**config.mk**
```make
export PLATFORM = sky130hd
export DESIGN_NAME = serial_tx_111_count
export DESIGN_NICKNAME = d
export VERILOG_FILES = /design/src/rtl/pattern_pkg.sv /design/src/rtl/pat111_serial_match.sv /design/src/rtl/serial_tx_111_count.sv
export SDC_FILE = /design/constraint.sdc
export NUM_CORES = 1
export LEC_CHECK = 0
export BUFFER_PORTS_ARGS = -buffer_cell sky130_fd_sc_hd__buf_2
export CAP_MARGIN = 20
export CELL_PAD_IN_SITES_DETAIL_PLACEMENT = 0
export CELL_PAD_IN_SITES_GLOBAL_PLACEMENT = 1
export CORE_UTILIZATION = 46
export DETAILED_ROUTE_END_ITERATION = 7
export PLACE_DENSITY = 0.85
export SYNTH_ARGS = -nofsm -noshare
export SYNTH_HDL_FRONTEND = slang
export SYNTH_SLANG_ARGS = --single-unit
```
**constraint.sdc**
```tcl
create_clock -name clk -period 2.48 [get_ports clk]
set_clock_uncertainty 0.15 [all_clocks]
set_input_delay 0.124 -clock clk [delete_from_list [all_inputs] [get_ports clk]]
set_output_delay 0.124 -clock clk [all_outputs]
set_load 0.01 [all_outputs]
```
**src/rtl/pattern_pkg.sv**
```systemverilog
// -----------------------------------------------------------------------------
// pattern_pkg
// Shared definitions for the "111" pattern-count datapath.
//   W_DEF, CNT_W_DEF : default frame width and count width
//   top_state_t      : transmitter states (IDLE, SHIFT)
//   match_state_t    : serial matcher states; M0/M1/M2 give the number of
//                      consecutive 1s held in the current candidate
//   PAT_111          : the pattern being counted
// -----------------------------------------------------------------------------
package pattern_pkg;

   localparam int W_DEF     = 32;
   localparam int CNT_W_DEF = 4;

   typedef enum logic {
      IDLE  = 1'b0,
      SHIFT = 1'b1
   } top_state_t;

   typedef enum logic [1:0] {
      M0 = 2'd0,
      M1 = 2'd1,
      M2 = 2'd2
   } match_state_t;

   localparam logic [2:0] PAT_111 = 3'b111;

endpackage

```
**src/rtl/pat111_serial_match.sv**
```systemverilog
// -----------------------------------------------------------------------------
// pat111_serial_match
// Counts non-overlapping "111" runs in a serial bit stream, greedy from the
// first bit seen. A completed match consumes its three bits.
// Ports:
//   clk     in   clock, rising edge
//   rst_n   in   synchronous active-low reset
//   clr     in   clears match state and count (start of a new frame)
//   bit_en  in   bit_in is a completed beat this cycle
//   bit_in  in   serial bit
//   count   out  running match count (CNT_W bits)
// -----------------------------------------------------------------------------
module pat111_serial_match
   import pattern_pkg::*;
#(
   parameter int CNT_W = CNT_W_DEF
) (
   input  logic             clk,
   input  logic             rst_n,
   input  logic             clr,
   input  logic             bit_en,
   input  logic             bit_in,
   output logic [CNT_W-1:0] count
);

   match_state_t     st;
   logic [CNT_W-1:0] cnt_q;
   logic [2:0]       window;
   logic             hit;

   // Thermometer view of the candidate (ones seen so far) plus the new bit;
   // it equals the pattern only when two 1s are pending and a third arrives.
   assign window = {st == M2, st != M0, bit_in};
   assign hit    = (window == PAT_111);
   assign count  = cnt_q;

   always_ff @(posedge clk) begin
      if (!rst_n) begin
         st    <= M0;
         cnt_q <= '0;
      end else if (clr) begin
         st    <= M0;
         cnt_q <= '0;
      end else if (bit_en) begin
         if (hit) begin
            cnt_q <= cnt_q + 1'b1;
            st    <= M0;
         end else if (bit_in) begin
            st <= (st == M0) ? M1 : M2;
         end else begin
            st <= M0;
         end
      end
   end

endmodule

```
**src/rtl/serial_tx_111_count.sv**
```systemverilog
// -----------------------------------------------------------------------------
// serial_tx_111_count
// Frame transmitter: accepts a W-bit word on a valid/ready handshake, shifts
// it out MSB first one bit per beat, and reports the number of
// non-overlapping "111" matches in the frame one cycle after the last beat.
// Ports:
//   clk       in   clock, rising edge
//   rst_n     in   synchronous active-low reset
//   in_valid  in   in_data valid
//   in_ready  out  can accept a frame
//   in_data   in   W-bit frame
//   tx_ready  in   sink ready (only when TX_READY_EN is defined)
//   tx_valid  out  tx_bit valid
//   tx_bit    out  serial data, MSB first
//   tx_last   out  final bit of the frame
//   done      out  one-cycle pulse, count valid
//   count     out  matches in the last frame, held until the next done
//   busy      out  frame in progress
// Build option: define TX_READY_EN to add sink back-pressure via tx_ready.
// -----------------------------------------------------------------------------
module serial_tx_111_count
   import pattern_pkg::*;
#(
   parameter int W     = W_DEF,
   parameter int CNT_W = CNT_W_DEF
) (
   input  logic             clk,
   input  logic             rst_n,
   input  logic             in_valid,
   output logic             in_ready,
   input  logic [W-1:0]     in_data,
`ifdef TX_READY_EN
   input  logic             tx_ready,
`endif
   output logic             tx_valid,
   output logic             tx_bit,
   output logic             tx_last,
   output logic             done,
   output logic [CNT_W-1:0] count,
   output logic             busy
);

   localparam int IDX_W = $clog2(W);

   top_state_t       state;
   logic [W-1:0]     shreg;
   logic [IDX_W-1:0] idx;
   logic [CNT_W-1:0] count_hold;
   logic [CNT_W-1:0] run_cnt;
   logic             accept;
   logic             beat;

`ifdef TX_READY_EN
   assign beat = tx_valid && tx_ready;
`else
   assign beat = tx_valid;
`endif

   assign accept = in_valid && in_ready;
   assign tx_bit = shreg[W-1];

   // The matcher already holds the final count in the done cycle; the held
   // copy takes over afterwards so a back-to-back frame clearing the matcher
   // does not disturb the reported value.
   assign count = done ? run_cnt : count_hold;

   pat111_serial_match #(
      .CNT_W (CNT_W)
   ) u_match (
      .clk    (clk),
      .rst_n  (rst_n),
      .clr    (accept),
      .bit_en (beat),
      .bit_in (tx_bit),
      .count  (run_cnt)
   );

   always_ff @(posedge clk) begin
      if (!rst_n) begin
         state      <= IDLE;
         shreg      <= '0;
         idx        <= '0;
         in_ready   <= 1'b1;
         busy       <= 1'b0;
         tx_valid   <= 1'b0;
         tx_last    <= 1'b0;
         done       <= 1'b0;
         count_hold <= '0;
      end else begin
         done <= 1'b0;
         if (done) begin
            count_hold <= run_cnt;
         end
         case (state)
            IDLE: begin
               if (accept) begin
                  shreg    <= in_data;
                  idx      <= IDX_W'(W - 1);
                  state    <= SHIFT;
                  in_ready <= 1'b0;
                  busy     <= 1'b1;
                  tx_valid <= 1'b1;
                  tx_last  <= 1'b0;
               end
            end
            SHIFT: begin
               if (beat) begin
                  shreg   <= {shreg[W-2:0], 1'b0};
                  idx     <= idx - 1'b1;
                  // tx_last is registered one beat ahead of index zero
                  tx_last <= (idx == IDX_W'(1));
                  if (tx_last) begin
                     state    <= IDLE;
                     in_ready <= 1'b1;
                     busy     <= 1'b0;
                     tx_valid <= 1'b0;
                     tx_last  <= 1'b0;
                     done     <= 1'b1;
                  end
               end
            end
            default: state <= IDLE;
         endcase
      end
   end

endmodule

```
==> results.cfg <==
[outcome]
outcome = finished clean

[global_route]
overflow = 0
grt_first_pass_wirelength_mm = 7.92
antenna_found_initial = 0
grt_pass1_vias = 1749
grt_use_total_pct = 18.2
grt_max_degree = 38

[clock_tree]
cts_tree = done
cts_buffers = 5
clock-sinks = 53
cts.path.max_buffers = 2
cts_root_buf = clkbuf_8
cts_setup_buffers = 0
cts.clk_slew.worst_paths_ps = 100
htree_levels = 2
clock_latency_ps = 310

[synth]
synth-compound-area-share_pct = 23.3
syn_area_um2 = 2500
yosys.cell_count.top_type = dfxtp_1
synth-edff-count = 0
synth_xor_area_share_pct = 1.05
yosys.area_share.simple_pct = 9.80
async_reset_ff_share_pct = 0
synth_top_family_by_area = compound AO/OA/AOI/OAI gates
yosysTopAreaCellShare_pct = 42.4
synth.distinct_cells = 36
ys_seq_area_share_pct = 42.4
yosys-top-cells-count = dfxtp_1 (53), mux2i_1 (33), o211a_1 (31)
synthMuxAreaShare_pct = 15.0
synth_fa_ha_area_share_pct = 1.50
avgSynthCellArea_um2 = 10.4
yosys_warnings = 0
syn-num-nets = 278
synth-seq-cells = 53
synthFlopType = dfxtp_1
ys_top_cells_by_area = dfxtp_1 (42%), mux2i_1 (13%), o211a_1 (12%)
synth_cells = 240
yosysTopAreaCell = dfxtp_1

[finish]
fin_area_um2 = 2810
antenna_cells = 0
fillers = 466
final_cells = 348
synthToLayoutAreaGrowth_pct = 12.0
final_nets = 315
final_layout_size_suffix_gt1_share_pct = 23.4

[sta]
hold_ws_ps = 14.8
post-route-period-util_pct = 71.1
fin_crit_ps = 1760
hold_viol = 0
tightest_slew_ps = 596
final.setup.tns_ps = 0
rsz0062_at_grt = false
maxSlewHeadroom_pct = 60.3
setup_violations = 0
fmax_mhz = 567
slew_violations = 0

[detailed_routing]
vias = 1913
wl_per_cell_um = 13.8
drtPass1Iterations = 4
routed_wl_mm = 4.80
drc = 0
viasPerCell = 5.50
first_iter_violations = 145
ant_nets = 0

[die]
io_pins = 45
core-area_um2 = 5170
die_height_um = 75.8
die_w_um = 75.8
rows = 26
die_area_um2 = 5740
initial_utilization_pct = 48.4

[worst_setup_path]
crit_path_end_kind = flip-flop
critPathLaunch = state
cp_data_required_time_ps = 2570
crit_arrival_ps = 1850
rrSetupSlack_ps = 720
path_class = reg2reg
cp_max_fo = 24
r2r_start = state
crit_path_start_kind = flip-flop

[placed_design]
placed_area_um2 = 2710
dp_hpwl_mm = 3.09
gp_congestion = 0.694
portBuffers = 44
dp.cells = 339

[min_path]
hp-class = in2reg
min-delay-start = in_data[29]

[power]
power_switching_mw = 0.480
combPwrFrac_pct = 16.9
peakVddDrop_v = 0.000340
p_clk_share_pct = 27.6
seq_power_share_pct = 55.5
power_density_nw_per_um2 = 626
p_total_mw = 1.76
switching_share_pct = 27.3
p_leak_nw = 1.44
internal_power_mw = 1.28

[job]
drv_cap = 0
[layout make-up]
cell class                      instances  area (um^2)  share of cell area [%]
Clock buffer                            6         72.6                    2.59
Clock inverter                          2         15.0                   0.535
Inverter                                3         11.3                   0.401
Multi-Input combinational cell        163         1270                    45.2
Sequential cell                        53         1060                    37.9
Tap cell                               70         87.6                    3.12
Timing Repair Buffer                   51          288                    10.3
[kinds of logic (layout without fill, tap and decap cells)]
kind of cell,after synthesis,in the layout
AO/OA/AOI/OAI,81,81
XOR/XNOR,3,3
adder cells (fa/ha/maj),3,3
buffers and inverters,24,62
flip-flops,53,53
multiplexers,37,37
AND/OR/NAND/NOR,39,39
[worst max-delay path, stage by stage (launching register included)]
cell and delay, ps:
dfxtp_2 370, buf_4 280, nand2_1 130, nand2_1 350, buf_12 220, mux2i_1 180
[state kept, by name, indices dropped and copies added, names as in the netlist]
signal / flops
count_hold: 4
done: 1
shreg: 32
idx: 5
tx_valid: 1
u_match.count: 4
tx_last: 1
in_ready: 1
busy: 1
state: 1
u_match.st: 2
[final timing paths]
check                   end  cells after the start
hold reg to reg    shreg[0]                      2
setup / recovery    tx_last                      5
setup reg to reg    tx_last                      5
hold / removal    shreg[29]                      4
[layer usage]
metal	global-route usage (%)	share of wire (%)
met1	23.6	49
met2	30.3	46
met3	3.57	3.3
met4	6.17	1.2
met5	0	0
[placed cells by master, fill, tap and decap left out, types with 3 or more instances in the layout]
master / count
dfxtp_1: 52
o31a_1: 3
buf_2: 44
mux2i_1: 33
o211a_1: 31
o21ai_1: 27
or3_1: 4
a21oi_1: 8
nand2_1: 9
ha_1: 3
inv_1: 3
clkbuf_8: 5
and2_1: 4
mux2_2: 4
buf_4: 5
nand3_1: 4
nor2b_1: 3
o21ai_0: 8
[power by group through the flow]
stage / Sequential [mW] / Clock (mW) / Combinational [mW]
3_3_place_gp: 0.991 / 0 / 0.295
6_report: 0.974 / 0.485 / 0.296
4_1_cts: 0.974 / 0.501 / 0.300
3_5_place_dp: 0.994 / 0 / 0.298
5_1_grt: 0.984 / 0.537 / 0.333
2_1_floorplan: 0.981 / 0 / 0.242
[repair_timing]
item	CTS	global route
gates resized for setup	0	0
endpoints found under the hold margin	1	0
hold buffers	1	0
[stage by stage]
stage | utilization (%) | worst slack, ps
after floorplan | - | 1090
after global placement | 52.3 | 760
after detailed placement | 52.3 | 733
after CTS | 54.2 | 707
after global routing | 54.2 | 579
final | 54.2 | 718
Note: power is estimated with default switching activity, not from simulation.
